## config.mk

```make
export PLATFORM = sky130hd
export DESIGN_NAME = fifo_seq_ctrl
export DESIGN_NICKNAME = d
export VERILOG_FILES = /design/src/rtl/fifo_seq_ctrl.sv
export SDC_FILE = /design/constraint.sdc
export NUM_CORES = 1
export LEC_CHECK = 0
export CORE_UTILIZATION = 54
export CTS_CLUSTER_DIAMETER = 150
export DETAILED_ROUTE_END_ITERATION = 8
export PLACE_DENSITY = 0.94
export SYNTH_ARGS = -nofsm -noshare
export SYNTH_HDL_FRONTEND = slang
export SYNTH_SLANG_ARGS = --single-unit
```

## constraint.sdc

```tcl
create_clock -name clk -period 3.8 [get_ports clk]
set_input_delay 0.76 -clock clk [delete_from_list [all_inputs] [get_ports clk]]
set_output_delay 0.76 -clock clk [all_outputs]
set_load 0.01 [all_outputs]
```

## src/rtl/fifo_seq_ctrl.sv

```systemverilog
// fifo_seq_ctrl
// Sequencer for a DEPTH-stage shift-style delay buffer. It accepts LEN samples
// over a valid/ready input and drives the buffer's shift enable. It keeps a
// valid shadow of every stage, then flushes the buffer with zero bubbles until
// the last real sample has left, and finally pulses done.
// Optional feature macro: FIFO_SEQ_PERF_EN builds the stall_cycles counter.
// When the macro is undefined, stall_cycles is tied to zero.

module fifo_seq_ctrl #(
   parameter int DEPTH = 8,
   parameter int LEN_W = 16
) (
   input  logic             clk,
   input  logic             rst,
   input  logic             start,
   input  logic [LEN_W-1:0] len,
   input  logic             in_valid,
   output logic             in_ready,
   input  logic             out_ready,
   output logic             shift_en,
   output logic             zero_sel,
   output logic             out_valid,
   output logic             busy,
   output logic             done,
   output logic [31:0]      stall_cycles
);

   typedef enum logic [1:0] {
      IDLE  = 2'd0,
      RUN   = 2'd1,
      DRAIN = 2'd2,
      DONE  = 2'd3
   } state_t;

   state_t           r_state;
   logic [DEPTH-1:0] r_vld;
   logic [LEN_W-1:0] r_lenQ;
   logic [LEN_W-1:0] r_inCnt;

   logic             w_run;
   logic             w_drain;
   logic             w_headVld;
   logic             w_go;
   logic             w_shiftEn;
   logic             w_accept;
   logic [DEPTH-1:0] w_vldNext;
   logic [LEN_W-1:0] w_inCntInc;

   // Handshake outputs must respond to in_valid/out_ready within the cycle.
   // They are therefore decoded from registered state and the handshake inputs.
   // The head stage may only move when it is empty or downstream takes it.
   assign w_run      = (r_state == RUN);
   assign w_drain    = (r_state == DRAIN);
   assign w_headVld  = r_vld[DEPTH-1];
   assign w_go       = (w_run & in_valid) | (w_drain & (|r_vld));
   assign w_shiftEn  = w_go & (~w_headVld | out_ready);
   assign w_accept   = w_run & in_valid & w_shiftEn;
   assign w_vldNext  = w_shiftEn ? {r_vld[DEPTH-2:0], w_run} : r_vld;
   assign w_inCntInc = r_inCnt + {{(LEN_W-1){1'b0}}, 1'b1};

   assign shift_en  = w_shiftEn;
   assign out_valid = w_go & w_headVld;
   assign in_ready  = w_run & (~w_headVld | out_ready);
   assign zero_sel  = w_drain;
   assign busy      = (r_state != IDLE);
   assign done      = (r_state == DONE);

   // Main sequencer: transfer-length capture, input counting, valid shadow
   // tracking and state transitions. DRAIN exits on the edge that empties the
   // shadow, so done appears in the cycle right after the last sample leaves.
   always_ff @(posedge clk or posedge rst) begin
      if (rst) begin
         r_state <= IDLE;
         r_vld   <= '0;
         r_lenQ  <= '0;
         r_inCnt <= '0;
      end else begin
         r_vld <= w_vldNext;
         case (r_state)
            IDLE: begin
               if (start) begin
                  r_lenQ  <= len;
                  r_inCnt <= '0;
                  r_state <= (len == '0) ? DONE : RUN;
               end
            end
            RUN: begin
               if (w_accept) begin
                  r_inCnt <= w_inCntInc;
                  if (w_inCntInc == r_lenQ) begin
                     r_state <= DRAIN;
                  end
               end
            end
            DRAIN: begin
               if (w_vldNext == '0) begin
                  r_state <= DONE;
               end
            end
            DONE: begin
               r_state <= IDLE;
            end
            default: begin
               r_state <= IDLE;
            end
         endcase
      end
   end

`ifdef FIFO_SEQ_PERF_EN
   logic [31:0] r_stallCycles;

   // Count cycles where a real head sample is held back by downstream.
   // The count saturates at its maximum and restarts on an accepted start.
   always_ff @(posedge clk or posedge rst) begin
      if (rst) begin
         r_stallCycles <= '0;
      end else if ((r_state == IDLE) && start) begin
         r_stallCycles <= '0;
      end else if (w_go && w_headVld && !out_ready && (r_stallCycles != 32'hFFFF_FFFF)) begin
         r_stallCycles <= r_stallCycles + 32'd1;
      end
   end

   assign stall_cycles = r_stallCycles;
`else
   assign stall_cycles = 32'd0;
`endif

endmodule

```

==> summary.md, run 1 <==
| Metric | Value |
|---|---|
| Status | finished, final reports clean |
| Final Hold Fails | 0 |
| Max-slew headroom | 0.306 |
| First-pass GRT wire length | 9.25 mm |
| Startpoint types | primary input |
| Setup-failing EPs final | 0 |
| CP Data Required Time | 3.04 ns |
| Latest clock arrival within the worst-skew pair | 0.29 ns |
| # nets final | 337 |
| Number of buffers created by CTS | 5 |
| Tot GR Track Use | 0.226 |
| Grt ovf | 0 |
| Post-synthesis cell type count | 52 |
| Post-route cell area | 0.00304 sq mm |
| Area growth syn-to-layout | 9.41% |
| DP HPWL | 3.95 mm |
| # DRC | 0 |
| Routed len/inst | 14.8 microns |
| CP max FO | 7 |
| Synth Register Bits | 42 |
| Power per Cell Area | 653 mW/mm^2 |
| Cell breakdown of the critical path | clkdlybuf4s50_1 > nand2b_1 > a21boi_1 > buf_4 > clkdlybuf4s50_1 |
| Mapped Avg Cell Area | 9.69 sq um |
| Peak VDD IR | 0.000375 V |
| Place WS | 0.696 ns |
| Leakage power total | 1.30 nW |
| EDFF count, synth | 0 |
| CTS resizes | 0 |
| Initial antenna violation count | 0 |
| Routability cong. | 0.869 |
| Worst hold path type | flip-flop to flip-flop |
| Setup Skew | 0.00554 ns |
| Antenna cells | 0 |
| Seq/Total Area, Yosys | 0.378 |
| Sum Neg Setup Slack | 0 ns |
| Die Area | 0.00544 sq mm |
| CORE AREA | 0.00485 sq mm |
| Initial DRC count | 176 |
| Setup Buffers After CTS | 0 |
| CP Class | primary input to primary output |
| Via count | 2,116 |
| Placed inst area | 0.00295 sq mm |
| Hold buffer count at CTS | 0 |
| Max Slew Vio Count | 0 |
| Syn. warnings | 0 |
| Clock transition at path regs | 0.07 ns |
| FP Rows | 25 |
| CP max stage delay | 0.54 ns |
| Number of global-route vias before repair | 2,031 |
| Crit-path slowest cell | clkdlybuf4s50_1 |
| Clock Root Buffer | clkbuf_8 |
| Fin worst setup slack | 0.690 ns |
| Max Cap Viol | 0 |
| I/O Buffers | 26 |
| Leading cell type in the layout, fill and taps excluded | dfrtp_1 |
| Asr flop ratio synth | 1.00 |
| Post-DRT Antenna Nets | 0 |
| Clock Sinks | 42 |
| Final period utilization | 0.818 |
| Transition time of the tightest slew-check pin | 1.03 ns |
| Drt first pass iters | 5 |
| Highest clock rate | 322 MHz |
| Crit end category | primary output |
| Cell Area, Synth | 0.00278 sq mm |
| Vias per cell | 5.60 |
| Fin crit period | 3.11 ns |
| Post-Synthesis Cells | 287 |
| Largest net degree at the start of global routing | 43 |
| Vert. Die Dim | 73.8 microns |
| Max Buffers Root-to-Sink | 2 |
| Fillers | 399 |
| Most frequent cells in the layout | dfrtp_1, conb_1, clkdlybuf4s50_1 |
| Layout cells sized above 1 | 0.135 |
| Starting Density | 0.573 |
| RSZ-0062 raised after global routing | false |
| DIE WIDTH | 73.8 microns |
| Cell mode on critical path | clkdlybuf4s50_1 |
| # IOs | 59 |
| Post-synth top flop | dfrtp_1 |
| WL final | 5.58 mm |
| Data arrival time of the worst path | 2.35 ns |
| H-tree depth | 2 |
| CTS tree | done |
| Final Util | 0.627 |
-- cells in the mapped netlist (6+ instances only) --
library cell	count	area [sq um]
inv_1	8	30.0
buf_4	34	255
nor4_1	6	37.5
o21ai_0	24	120
o21ai_1	8	40.0
nand2_1	19	71.3
a21oi_1	8	40.0
xnor2_1	10	87.6
xor2_1	9	78.8
mux2_2	22	248
ha_1	6	75.1
dfrtp_1	42	1050
clkbuf_1	6	22.5
nor2_1	17	63.8
-- registers in the layout, indices dropped and copies added (netlist names) --
signal / cells
r_vld: 8
r_state: 2
r_lenQ: 16
r_inCnt: 16
-- critical path, delay by kind of cell --
kind | cells | cell delay (ns)
buffers and inverters | 3 | 1.20
AND/OR/NAND/NOR | 1 | 0.21
AO/OA/AOI/OAI | 1 | 0.18
-- kinds of logic (layout without fill, tap and decap cells) --
logic type | after synthesis | in the layout | synth area share
AO/OA/AOI/OAI | 58 | 58 | 0.136
adder cells (fa/ha/maj) | 7 | 7 | 0.0306
XOR/XNOR | 19 | 19 | 0.0599
multiplexers | 24 | 24 | 0.0963
other | 1 | 32 | 0.00135
flip-flops | 42 | 42 | 0.378
AND/OR/NAND/NOR | 85 | 85 | 0.177
buffers and inverters | 51 | 44 | 0.121
-- final cells by class --
type	count	area, sq um	share of cell area
Clock buffer	7	86.3	0.0284
Clock inverter	1	5.00	0.00165
Inverter	8	30.0	0.00987
Multi-Input combinational cell	225	1510	0.497
Sequential cell	42	1050	0.346
Tap cell	67	83.8	0.0276
Timing Repair Buffer	28	275	0.0905
-- final timing paths --
check	startpoint	to	slack [ns]	depth (start not counted)
setup / recovery	out_ready	shift_en	0.69	5
hold / removal	r_lenQ[11]$_DFFE_PP0P_	r_lenQ[11]$_DFFE_PP0P_	0.53	1
setup reg to reg	r_inCnt[3]$_DFFE_PP0P_	r_state[1]$_DFFE_PP0P_	1.08	7
hold reg to reg	r_lenQ[11]$_DFFE_PP0P_	r_lenQ[11]$_DFFE_PP0P_	0.53	1
max in group asynchronous	rst	r_inCnt[13]$_DFFE_PP0P_	2.53	3
min in group asynchronous	rst	r_inCnt[3]$_DFFE_PP0P_	0.91	3
-- metal layers --
metal,global-route usage,part of all wire,vias to the layer above
li1,-,-,995
met1,0.271,0.41,1022
met2,0.392,0.52,85
met3,0.0521,0.045,14
met4,0.0855,0.024,0
met5,0,0,-
-- per-stage QoR --
step           std cells  total power, mW  hold WS, ns
3_5_place_dp         370             1.69        0.507
4_1_cts              378             1.99        0.520
2_1_floorplan        318             1.46        0.474
5_1_grt              378             2.13        0.549
3_3_place_gp         370             1.63        0.493
6_report             378             1.99        0.532
-- where the power goes --
part           total (mW)  leakage [nW]  switching [mW]  internal, mW
sequential          0.749         0.533           0.147         0.602
clock               0.294        0.0482           0.147         0.147
combinational       0.945         0.723           0.490         0.455
total                1.99          1.30           0.784          1.20
No activity file was read; power rests on OpenSTA's default activity.
==> run 2: changes to the inputs <==
CORE_UTILIZATION = 46   (was 54)
PLACE_DENSITY = 0.86   (was 0.94)
clock period = 2.7 ns   (was 3.8 ns; I/O delays follow)
==> run 2 against run 1 <==
Register-to-register slack worse by 0.90 ns. Clock-buffer cell count is 1 lower. Utilization is 7.8 points lower. Clock skew is 0.0028 ns lower.
==> summary.md, run 2 (synthesis results as in run 1) <==
| Metric | Value |
|---|---|
| Initial DRC count | 136 (-23%) |
| Tot GR Track Use | 0.182 (-0.0441) |
| Post-route cell area | 0.00312 sq mm (+2.5%) |
| Max-slew headroom | 0.531 (+0.225) |
| DP HPWL | 3.98 mm (+0.87%) |
| H-tree depth | 2 (unchanged) |
| Comb pwr share | 0.469 (-0.006) |
| Fillers | 519 (+30%) |
| Highest clock rate | 391 MHz |
| CP max FO | 6 (-1) |
| Antenna cells | 0 (unchanged) |
| Initial antenna violation count | 0 (unchanged) |
| Drt first pass iters | 4 (-1) |
| Vias per cell | 5.37 (-4.1%) |
| Data arrival time of the worst path | 2.02 ns (-0.33 ns) |
| Cell breakdown of the critical path | clkdlybuf4s50_1 > nand2b_1 > a21boi_1 > clkdlybuf4s50_1 |
| Crit-path slowest cell | clkdlybuf4s50_1 |
| Cell mode on critical path | clkdlybuf4s50_1 |
| Power per Cell Area | 939 mW/mm^2 (+44%) |
| Leakage power total | 1.34 nW (+2.7%) |
| Switching Share | 0.375 (-0.0193) |
| Routability cong. | 0.824 (-5.2%) |
| Routed len/inst | 13.4 microns (-9.1%) |
| Vert. Die Dim | 79.7 microns (+8.1%) |
| # nets final | 343 (+1.8%) |
| Startpoint types | primary input |
| Setup Buffers After CTS | 0 (unchanged) |
| CP Data Required Time | 2.16 ns (-0.88 ns) |
| Number of global-route vias before repair | 1,975 (-2.8%) |
| Leading cell type in the layout, fill and taps excluded | dfrtp_1 |
| Crit end category | primary output |
| Fin crit period | 2.56 ns |
| # IOs | 59 (unchanged) |
| Layout cells sized above 1 | 0.155 (+0.0200) |
| Peak VDD IR | 0.000533 V (+42%) |
| I/O Buffers | 26 (unchanged) |
| CTS tree | done |
| Clock Sinks | 42 (unchanged) |
| Die Area | 0.00636 sq mm (+17%) |
| Place WS | 0.141 ns (-0.555 ns) |
| Fin worst setup slack | 0.140 ns (-0.549 ns) |
| Buf+Inv Stages, Crit Path | 2 (-1) |
| Area growth syn-to-layout | 12.2% |
| Worst hold path type | flip-flop to flip-flop |
| Latest clock arrival within the worst-skew pair | 0.29 ns (about the same) |
| CP max stage delay | 0.56 ns (+0.02 ns) |
| WL final | 5.20 mm (-6.7%) |
| Clock transition at path regs | 0.07 ns (about the same) |
| Final Util | 0.549 (-0.0780) |
| Clock Root Buffer | clkbuf_8 |
| Largest net degree at the start of global routing | 43 (unchanged) |
| Max Slew Vio Count | 0 (unchanged) |
| DIE WIDTH | 79.7 microns (+8.1%) |
| Via count | 2,082 (-1.6%) |
| CP Class | primary input to primary output |
| Max Cap Viol | 0 (unchanged) |
| Grt ovf | 0 (unchanged) |
| Reg power frac | 0.361 (-0.016) |
| Final Hold Fails | 0 (unchanged) |
| Max Buffers Root-to-Sink | 2 (unchanged) |
| Clock network power share | 0.169 (+0.021) |
| First-pass GRT wire length | 8.98 mm (-2.9%) |
| Sum Neg Setup Slack | 0 ns (unchanged) |
| Final period utilization | 0.948 |
| Setup-failing EPs final | 0 (unchanged) |
| Most frequent cells in the layout | dfrtp_1, conb_1, clkdlybuf4s50_1 |
| Placed inst area | 0.00300 sq mm (+1.7%) |
| RSZ-0062 raised after global routing | false |
| Post-DRT Antenna Nets | 0 (unchanged) |
| Starting Density | 0.490 (-0.0836) |
| FP Rows | 27 (+8.0%) |
| # DRC | 0 (unchanged) |
| Number of buffers created by CTS | 5 (unchanged) |
| Top delay family on crit path | buffers and inverters |
| Worst-case hold slack | 0.521 ns (-0.0103 ns) |
| Switching power | 1.10 mW (+40%) |
| Setup Skew | 0.00273 ns (-0.00281 ns) |
| CORE AREA | 0.00568 sq mm (+17%) |
| Status | finished, final reports clean |
| Power Internal | 1.83 mW (+52%) |
| Top Registers | r_inCnt (16), r_lenQ (16), r_vld (8) |
| Transition time of the tightest slew-check pin | 0.702 ns (-0.332 ns) |
-- run 2: through the flow --
step / std cells / power [mW]
2_1_floorplan: 318 / 2.05
3_3_place_gp: 381 / 2.37
3_5_place_dp: 381 / 2.44
4_1_cts: 388 / 2.94
5_1_grt: 388 / 3.15
6_report: 388 / 2.93
-- run 2: routing by layer --
| layer | up-vias | GRT usage | part of all wire |
|---|---|---|---|
| met1 | 999 | 0.236 | 0.47 |
| li1 | 1001 | - | - |
| met2 | 73 | 0.299 | 0.46 |
| met3 | 9 | 0.0423 | 0.052 |
| met4 | 0 | 0.0571 | 0.014 |
| met5 | - | 0 | 0 |
-- run 2: worst reg2reg max path: cells and delay by family (launching register included) --
family	cells	cell delay, ns
fa+ha+maj	1	0.26
mux	1	0.21
flops	1	0.46
compound gates	2	0.41
simple gates	4	1.10
-- run 2: timing repair --
action                                  4_1_cts  5_1_grt
hold buffers                                  0        0
hold endpoints to repair                      0        0
resized for setup                             0        2
endpoints found under the setup margin        0        2
-- run 2: area by class of cell --
class	count	area (sq um)	area share
Multi-Input combinational cell	225	1510	0.486
Sequential cell	42	1050	0.337
Timing Repair Buffer	34	320	0.103
Tap cell	72	90.1	0.0289
Clock buffer	6	82.6	0.0265
Clock inverter	1	30.0	0.00963
Inverter	8	30.0	0.00963
-- run 2: final timing paths --
check                                        startpoint                 endpoint  slack (ns)  depth (start not counted)
worst max-delay path                          out_ready                 shift_en        0.14                          4
worst min-delay path            r_inCnt[15]$_DFFE_PP0P_  r_inCnt[15]$_DFFE_PP0P_        0.52                          1
worst max register to register   r_inCnt[0]$_DFFE_PP0P_   r_state[1]$_DFFE_PP0P_        0.18                          8
worst min register to register  r_inCnt[15]$_DFFE_PP0P_  r_inCnt[15]$_DFFE_PP0P_        0.52                          1
max in group asynchronous                           rst   r_state[0]$_DFFE_PP0P_        1.65                          3
min in group asynchronous                           rst       r_vld[5]$_DFF_PP0_        0.68                          3
-- run 2: power groups by stage --
stage / combinational, mW / sequential, mW / clock, mW
global placement: 1.32 / 1.05 / 0
CTS: 1.38 / 1.06 / 0.506
detailed placement: 1.37 / 1.07 / 0
finish: 1.37 / 1.06 / 0.496
global route: 1.53 / 1.09 / 0.538
floorplan: 1.06 / 0.992 / 0
==> run 3: changes to the inputs <==
CORE_UTILIZATION = 54   (was 46)
DONT_BUFFER_PORTS = 1   (was not set)
PLACE_DENSITY = 0.82   (was 0.86)
TNS_END_PERCENT = 1   (was not set)
==> run 3 against run 2 <==
Sequential power is essentially flat. Sequential share of layout area grew 3.5 points. Utilization up 3.3 points. Fmax grew 3.1%. Design area down 9.4%. Critical path type is now flip-flop to flip-flop.
==> summary.md, run 3 (synthesis results as in run 1) <==
| Metric | Value |
|---|---|
| H-tree depth | 2 (unchanged) |
| Power Internal | 1.62 mW (-12%) |
| Clock Root Buffer | clkbuf_8 |
| Hold buffer count at CTS | 0 (unchanged) |
| Clock Sinks | 42 (unchanged) |
| Initial antenna violation count | 0 (unchanged) |
| Number of buffers created by CTS | 5 (unchanged) |
| Data arrival time of the worst path | 2.70 ns (+0.68 ns) |
| Starting Density | 0.573 (+0.0836) |
| # DRC | 0 (unchanged) |
| Die Area | 0.00544 sq mm (-14%) |
| Routed len/inst | 15.1 microns (+13%) |
| Initial DRC count | 111 (-18%) |
| DP HPWL | 3.80 mm (-4.5%) |
| Post-DRT Antenna Nets | 0 (unchanged) |
| Final period utilization | 0.920 (-0.0283) |
| Switching Share | 0.406 (+0.0313) |
| Setup-failing EPs final | 0 (unchanged) |
| Inst Count DP | 348 (-8.7%) |
| Vias per cell | 5.60 (+4.4%) |
| Worst hold path type | primary input to asynchronous set/reset pin |
| Switching power | 1.11 mW (+0.85%) |
| Max-slew headroom | 0.474 (-0.0568) |
| Sum Neg Setup Slack | 0 ns (unchanged) |
| Power per Cell Area | 965 mW/mm^2 (+2.7%) |
| Setup Skew | 0.00701 ns (+0.00428 ns) |
| Max Slew Vio Count | 0 (unchanged) |
| Largest net degree at the start of global routing | 43 (unchanged) |
| Clock transition at path regs | 0.08 ns (about the same) |
| Comb pwr share | 0.469 (about the same) |
| I/O Buffers | 0 (-100%) |
| Number of global-route vias before repair | 1,907 (-3.4%) |
| Startpoint types | flip-flop |
| Leakage power total | 1.22 nW (-8.7%) |
| # IOs | 59 (unchanged) |
| Layout cells sized above 1 | 0.170 (+0.0145) |
| Peak VDD IR | 0.000497 V (-6.8%) |
| Status | finished, final reports clean |
| Area growth syn-to-layout | 1.62% |
| CP Class | flip-flop to flip-flop |
| Fin crit period | 2.48 ns (-0.0764 ns) |
| Max Cap Viol | 0 (unchanged) |
| First-pass GRT wire length | 8.90 mm (-0.91%) |
| Antenna cells | 0 (unchanged) |
| CTS tree | done |
| CORE AREA | 0.00485 sq mm (-15%) |
| CP max FO | 11 (+5) |
| # nets final | 315 (-8.2%) |
| Tot Pwr | 2.73 mW (-6.9%) |
| Reg power frac | 0.386 (+0.025) |
| Tot GR Track Use | 0.219 (+0.0373) |
| Via count | 1,994 (-4.2%) |
| Final Hold Fails | 0 (unchanged) |
| Max Buffers Root-to-Sink | 2 (unchanged) |
| Latest clock arrival within the worst-skew pair | 0.30 ns (about the same) |
| Fin cells | 356 (-8.2%) |
| Crit end category | flip-flop |
| Highest clock rate | 403 MHz (+3.1%) |
| Routability cong. | 0.882 (+7.0%) |
| CP Data Required Time | 2.92 ns (+0.76 ns) |
| Clock network power share | 0.145 (-0.024) |
| DIE WIDTH | 73.8 microns (-7.5%) |
| Grt ovf | 0 (unchanged) |
| Transition time of the tightest slew-check pin | 0.787 ns (+0.0849 ns) |
| Most frequent cells in the layout | dfrtp_1, conb_1, o21ai_0 |
| Drt first pass iters | 4 (unchanged) |
| WL final | 5.37 mm (+3.3%) |
| FP Rows | 25 (-7.4%) |
| Top Registers | r_inCnt (16), r_lenQ (16), r_vld (8) |
| Vert. Die Dim | 73.8 microns (-7.5%) |
| Leading cell type in the layout, fill and taps excluded | dfrtp_1 |
==> run 3: critical path: stages (launching register included) <==
cell     delay [ns]
dfrtp_1        0.51
nand4_4        0.26
or2_1          0.35
or4_1          0.48
o21ai_1        0.09
nand3_1        0.13
o31ai_4        0.35
mux2i_1        0.24
==> run 3: what timing repair did <==
| item | CTS | global route |
|---|---|---|
| gates resized for setup | 0 | 5 |
| setup buffers | 0 | 0 |
| endpoints found under the setup margin | 0 | 2 |
| endpoints found under the hold margin | 0 | 0 |
==> run 3: routing by layer <==
metal,wire length (microns),global-route usage,vias up
li1,-,-,953
met1,2420,0.291,973
met2,2600,0.344,59
met3,270,0.0631,9
met4,81,0.0726,0
met5,0,0,-
==> run 3: worst paths after layout <==
path / depth (start not counted) / endpoint / from / slack (ns)
setup / recovery: 7 / r_state[1]$_DFFE_PP0P_ / r_inCnt[4]$_DFFE_PP0P_ / 0.22
hold / removal: 2 / r_inCnt[6]$_DFFE_PP0P_ / rst / 0.26
setup reg to reg: 7 / r_state[1]$_DFFE_PP0P_ / r_inCnt[4]$_DFFE_PP0P_ / 0.22
hold reg to reg: 1 / r_inCnt[15]$_DFFE_PP0P_ / r_inCnt[15]$_DFFE_PP0P_ / 0.51
max in group asynchronous: 2 / r_inCnt[0]$_DFFE_PP0P_ / rst / 2.05
min in group clk: 1 / r_lenQ[2]$_DFFE_PP0P_ / len[2] / 0.39
==> run 3: layout make-up <==
cell class / count / area [sq um]
fill: 414 / 2020
multi-input combinational: 225 / 1530
sequential: 42 / 1050
tap: 67 / 83.8
clock buffer: 6 / 72.6
timing repair buffer: 6 / 45.0
inverter: 8 / 30.0
clock inverter: 2 / 13.8
==> run 3: through the flow <==
stage               cell area (sq um)  utilization  setup WS (ns)  hold WS [ns]
finish                           2830        0.583          0.217         0.263
global route                     2830        0.583        -0.0219         0.315
CTS                              2810        0.579          0.128         0.276
detailed placement               2720        0.561          0.151         0.505
global placement                 2720        0.561          0.306         0.494
floorplan                        2900            -          0.431         0.474
==> run 3: power groups by stage <==
stage          clock network [mW]  registers [mW]  logic (mW)
5_1_grt                     0.433            1.09        1.42
3_5_place_dp                    0            1.06        1.25
4_1_cts                     0.409            1.05        1.26
6_report                    0.395            1.05        1.28
2_1_floorplan                   0           0.992        1.06
3_3_place_gp                    0            1.05        1.22
